<file path="src/rtl/pipe_pkg.sv">
// Shared pipeline-register definitions: payload width, bubble constant and IF/ID payload layout.
package pipe_pkg;

  localparam int unsigned PIPE_PAYLOAD_W = 64;
  localparam logic [PIPE_PAYLOAD_W-1:0] PIPE_BUBBLE = '0;

  typedef struct packed {
    logic [31:0] pc;
    logic [31:0] instr;
  } pipe_if_id_t;

endpackage

</file>
<file path="src/rtl/sat_counter.sv">
// Saturating up-counter with synchronous clear; holds at all-ones.
module sat_counter #(
  parameter int unsigned W = 16
) (
  input  logic         clk_i,
  input  logic         clr_i,
  input  logic         inc_i,
  output logic [W-1:0] cnt_o
);

  always_ff @(posedge clk_i) begin
    if (clr_i) begin
      cnt_o <= '0;
    end else if (inc_i && (cnt_o != {W{1'b1}})) begin
      cnt_o <= cnt_o + W'(1);
    end
  end

endmodule

</file>
<file path="src/rtl/pipe_stage_reg.sv">
// Pipeline-stage register with 2-entry skid buffer, flush and global run enable.
// Optional saturating stall/flush counters are built when PIPE_STAGE_PERF_EN is defined.
module pipe_stage_reg
  import pipe_pkg::*;
#(
  parameter int unsigned     WIDTH       = PIPE_PAYLOAD_W,
  parameter logic [WIDTH-1:0] FLUSH_VALUE = WIDTH'(PIPE_BUBBLE),
  parameter int unsigned     PERF_W      = 16
) (
  input  logic              clk_i,
  input  logic              rst_i,
  input  logic              start_i,
  input  logic              flush_i,
  input  logic              in_valid_i,
  output logic              in_ready_o,
  input  logic [WIDTH-1:0]  in_data_i,
  output logic              out_valid_o,
  input  logic              out_ready_i,
  output logic [WIDTH-1:0]  out_data_o,
  output logic [PERF_W-1:0] perf_stall_cnt_o,
  output logic [PERF_W-1:0] perf_flush_cnt_o
);

  logic             main_v;
  logic [WIDTH-1:0] main_d;
  logic             skid_v;
  logic [WIDTH-1:0] skid_d;
  logic             acc;
  logic             pop;

  assign in_ready_o  = start_i & ~skid_v & ~rst_i;
  assign out_valid_o = start_i & main_v;
  assign out_data_o  = main_d;
  assign acc         = in_valid_i & in_ready_o;
  assign pop         = out_valid_o & out_ready_i;

  // Skid absorbs the one extra beat accepted while main is stalled, so in_ready never depends on out_ready.
  always_ff @(posedge clk_i) begin
    if (rst_i) begin
      main_v <= 1'b0;
      skid_v <= 1'b0;
      main_d <= FLUSH_VALUE;
      skid_d <= FLUSH_VALUE;
    end else if (start_i) begin
      if (flush_i) begin
        main_v <= 1'b0;
        skid_v <= 1'b0;
        main_d <= FLUSH_VALUE;
      end else if (!main_v || pop) begin
        if (skid_v) begin
          main_v <= 1'b1;
          main_d <= skid_d;
          skid_v <= 1'b0;
        end else begin
          main_v <= acc;
          if (acc) begin
            main_d <= in_data_i;
          end
        end
      end else if (acc) begin
        skid_v <= 1'b1;
        skid_d <= in_data_i;
      end
    end
  end

`ifdef PIPE_STAGE_PERF_EN
  logic stall_inc;
  logic flush_inc;

  assign stall_inc = main_v & start_i & ~out_ready_i;
  assign flush_inc = start_i & flush_i;

  sat_counter #(.W(PERF_W)) u_stall_cnt (
    .clk_i (clk_i),
    .clr_i (rst_i),
    .inc_i (stall_inc),
    .cnt_o (perf_stall_cnt_o)
  );

  sat_counter #(.W(PERF_W)) u_flush_cnt (
    .clk_i (clk_i),
    .clr_i (rst_i),
    .inc_i (flush_inc),
    .cnt_o (perf_flush_cnt_o)
  );
`else
  assign perf_stall_cnt_o = '0;
  assign perf_flush_cnt_o = '0;
`endif

endmodule

</file>
<file path="config.mk">
export PLATFORM = sky130hd
export DESIGN_NAME = pipe_stage_reg
export DESIGN_NICKNAME = d
export VERILOG_FILES = /design/src/rtl/pipe_pkg.sv /design/src/rtl/sat_counter.sv /design/src/rtl/pipe_stage_reg.sv
export SDC_FILE = /design/constraint.sdc
export NUM_CORES = 1
export LEC_CHECK = 0
export ABC_CLOCK_PERIOD_IN_PS = 2100
export CORE_ASPECT_RATIO = 1.2
export CORE_MARGIN = 1.5
export CORE_UTILIZATION = 50
export CTS_BUF_LIST = sky130_fd_sc_hd__clkbuf_16
export DETAILED_ROUTE_END_ITERATION = 7
export PLACE_DENSITY = 0.8
export SLEW_MARGIN = 0
export SYNTH_ARGS = -nofsm -noshare
export SYNTH_HDL_FRONTEND = slang
export SYNTH_SLANG_ARGS = --single-unit
</file>
<file path="constraint.sdc">
create_clock -name clk_i -period 2.1 [get_ports clk_i]
set_input_delay 0.63 -clock clk_i [delete_from_list [all_inputs] [get_ports clk_i]]
set_output_delay 0.63 -clock clk_i [all_outputs]
set_load 0.01 [all_outputs]
</file>
==> out/metrics.cfg <==
[outcome]
outcome=complete, no violations

[placement]
gp_congestion=0.742
placedCellCount=961
io_buffer_count=135
placed_cell_area_sq_um=8100
place.detailed.hpwl_microns=11000

[layout]
num-nets-final=882
syn_to_final_growth_pct=31.1
final_area_sq_um=8730
n_antenna_cell=0
drive_gt1_frac=0.166
fin_cells=993

[routing]
ant_nets=0
drtPass1Iterations=6
via_count=5705
routed_wl_microns=17100
drc=0
vias_per_cell=5.75
wl_per_cell_microns=17.2
drt_iter0_markers=321

[floorplanning]
ioPinCount=168
coreArea_sq_um=13100
die_x_microns=108
die_h_microns=129
dieArea_sq_um=14000
num_rows=46
initial_core_util=0.508

[worst_setup_path]
cp_top_family=buffers and inverters
crit_chain=clkdlybuf4s15_2 -> nor3b_4 -> dlygate4sd2_1
cp_slowest_stage_delay_ns=0.31
critical_path_buf_inv_count=2
start_kind=input pin
worstSetupPathType=in2out
crit_path_end_kind=output pin
required_ns=1.47
crit_arrival_ns=1.39
slowest_stage=dlygate4sd2_1
crit_fanout=3

[timing]
setup_viol=0
clock_skew_ns=0.00778
tightestPinTransition_ns=0.764
whs_ns=0.466
max_freq_mhz=495
rsz0062_at_grt=false
slew-limit-headroom=0.491
hold_viol=0
setup_tns_ns=0
period_minus_slack_ns=2.02
slew_violations=0
period_share=0.961

[yosys]
synth_async_sr_flop_share=0
synth_edf_count=0
synth_common_cells=dfxtp_1, nand2_1, nand2b_1
synthDominantCellAreaShare=0.391
yosysMostFrequentCell=dfxtp_1
syn_inst=708
yosysTopAreaCell=dfxtp_1
syn_avg_cell_area_sq_um=9.41
synth.distinct_cells=27
ys_warn_count=0
ys_seq_area_frac=0.391
ys_seq_elements=130
syn_area_sq_um=6660
ys_dominant_reg_cell=dfxtp_1
synth_area_leaders=dfxtp_1, mux2_2, mux2i_1

[global_routing]
grt_pass1_wl_microns=27600
gr-total-overflow=0
grt_usage=0.248
antenna_found_initial=0
grt_pass1_vias=5645
grt_max_degree=85

[power]
swShare=0.235
p_seq_frac=0.397
power_density_nw_per_um2=735
p_clk_frac=0.479
intPower_uw=4910
p_sw_uw=1510
p_leak_uw=0.00322
ir_drop_mv=0.440
combinationalPowerShare=0.125

[clock_tree]
cts.htree.levels=4
cts_buffers=17
clkLatencyLatePin_ns=0.41
clockRootBuffer=clkbuf_16
clock-sinks=130
cts.clk_slew.worst_paths_ns=0.05
cts_buffer_depth=2
cts_tree=done

[worst_hold_path]
min_path_type=reg2reg

[job]
cap_viol_max_count=0

[cells by family (layout without fill, tap and decap cells)]
family | after synthesis | after routing | synth area share
AOI/OAI and AO/OA | 132 | 132 | 0.128
and+or+nand+nor | 205 | 205 | 0.170
other | 1 | 32 | 0.000563
buffers and inverters | 112 | 198 | 0.107
muxes | 128 | 128 | 0.204
DFF | 130 | 130 | 0.391
[path summary, 6_finish.rpt]
check / start / end / slack [ns] / cells after the start
max: start_i / in_ready_o / 0.08 / 3
min: skid_d[61]$_SDFFE_PP0P_ / skid_d[61]$_SDFFE_PP0P_ / 0.47 / 2
max reg2reg: skid_v$_SDFFE_PP0P_ / out_data_o[25]$_SDFFE_PP0P_ / 0.14 / 5
min reg2reg: skid_d[61]$_SDFFE_PP0P_ / skid_d[61]$_SDFFE_PP0P_ / 0.47 / 2
[tightest hold or removal path, stage by stage, from the launching register on]
cell and delay [ns]:
dfxtp_1 0.30, o31ai_1 0.06, a21oi_1 0.06
[power by group through the flow]
| stage | logic [uW] | clock network, uW | registers (uW) |
|---|---|---|---|
| after CTS | 798 | 3110 | 2550 |
| after global routing | 853 | 3230 | 2550 |
| final | 800 | 3070 | 2550 |
| after global placement | 777 | 0 | 2600 |
| after detailed placement | 791 | 0 | 2600 |
| after floorplan | 468 | 0 | 2620 |
[stage by stage]
stage                     power (uW)  utilization  setup slack, ns
after CTS                       6450        0.665           0.0750
final                           6420        0.666           0.0814
after detailed placement        3390        0.618           -0.689
after global routing            6640        0.666           0.0533
after floorplan                 3090            -           0.0380
after global placement          3370        0.618           -0.735
[what timing repair did]
action,in CTS,in global routing
hold buffers,0,0
resized for setup,8,1
setup endpoints to repair,2,10
setup buffers,0,0
[flip-flops by register name, indices dropped and copies added (netlist names)]
name        flops
skid_v          1
main_v          1
out_data_o     64
skid_d         64
[layer usage]
layer / vias up / part of all wire / track usage
li1: 2696 / - / -
met2: 237 / 0.52 / 0.439
met4: 0 / 0.022 / 0.106
met3: 38 / 0.057 / 0.0493
met5: - / 0 / 0
met1: 2734 / 0.40 / 0.290
[cell usage in the layout, fill, tap and decap left out, drive strengths merged]
master,count
nor3b,1
dlygate4sd2,2
nor2b,1
nor2,2
and4bb,1
mux2,64
clkinv,6
mux2i,64
clkdlybuf4s15,1
nand2,66
and2b,1
and2,2
buf,31
a211o,1
o2111ai,1
inv,5
nand2b,65
bufinv,4
nand4bb,1
clkinvlp,1
nand4,64
o311ai,1
conb,32
clkdlybuf4s50,131
a211oi,1
o31ai,64
clkbuf,17
dfxtp,130
a21oi,64
or3b,1
[cell type report]
type,count,area [sq um]
well taps,168,210
multi-input cells,497,3510
flip-flops and latches,130,2610
clock inverters,15,189
repair buffers,165,1790
clock buffers,17,425
inverters,1,3.75
fillers,1039,4390
(Power assumes the default switching activity.)
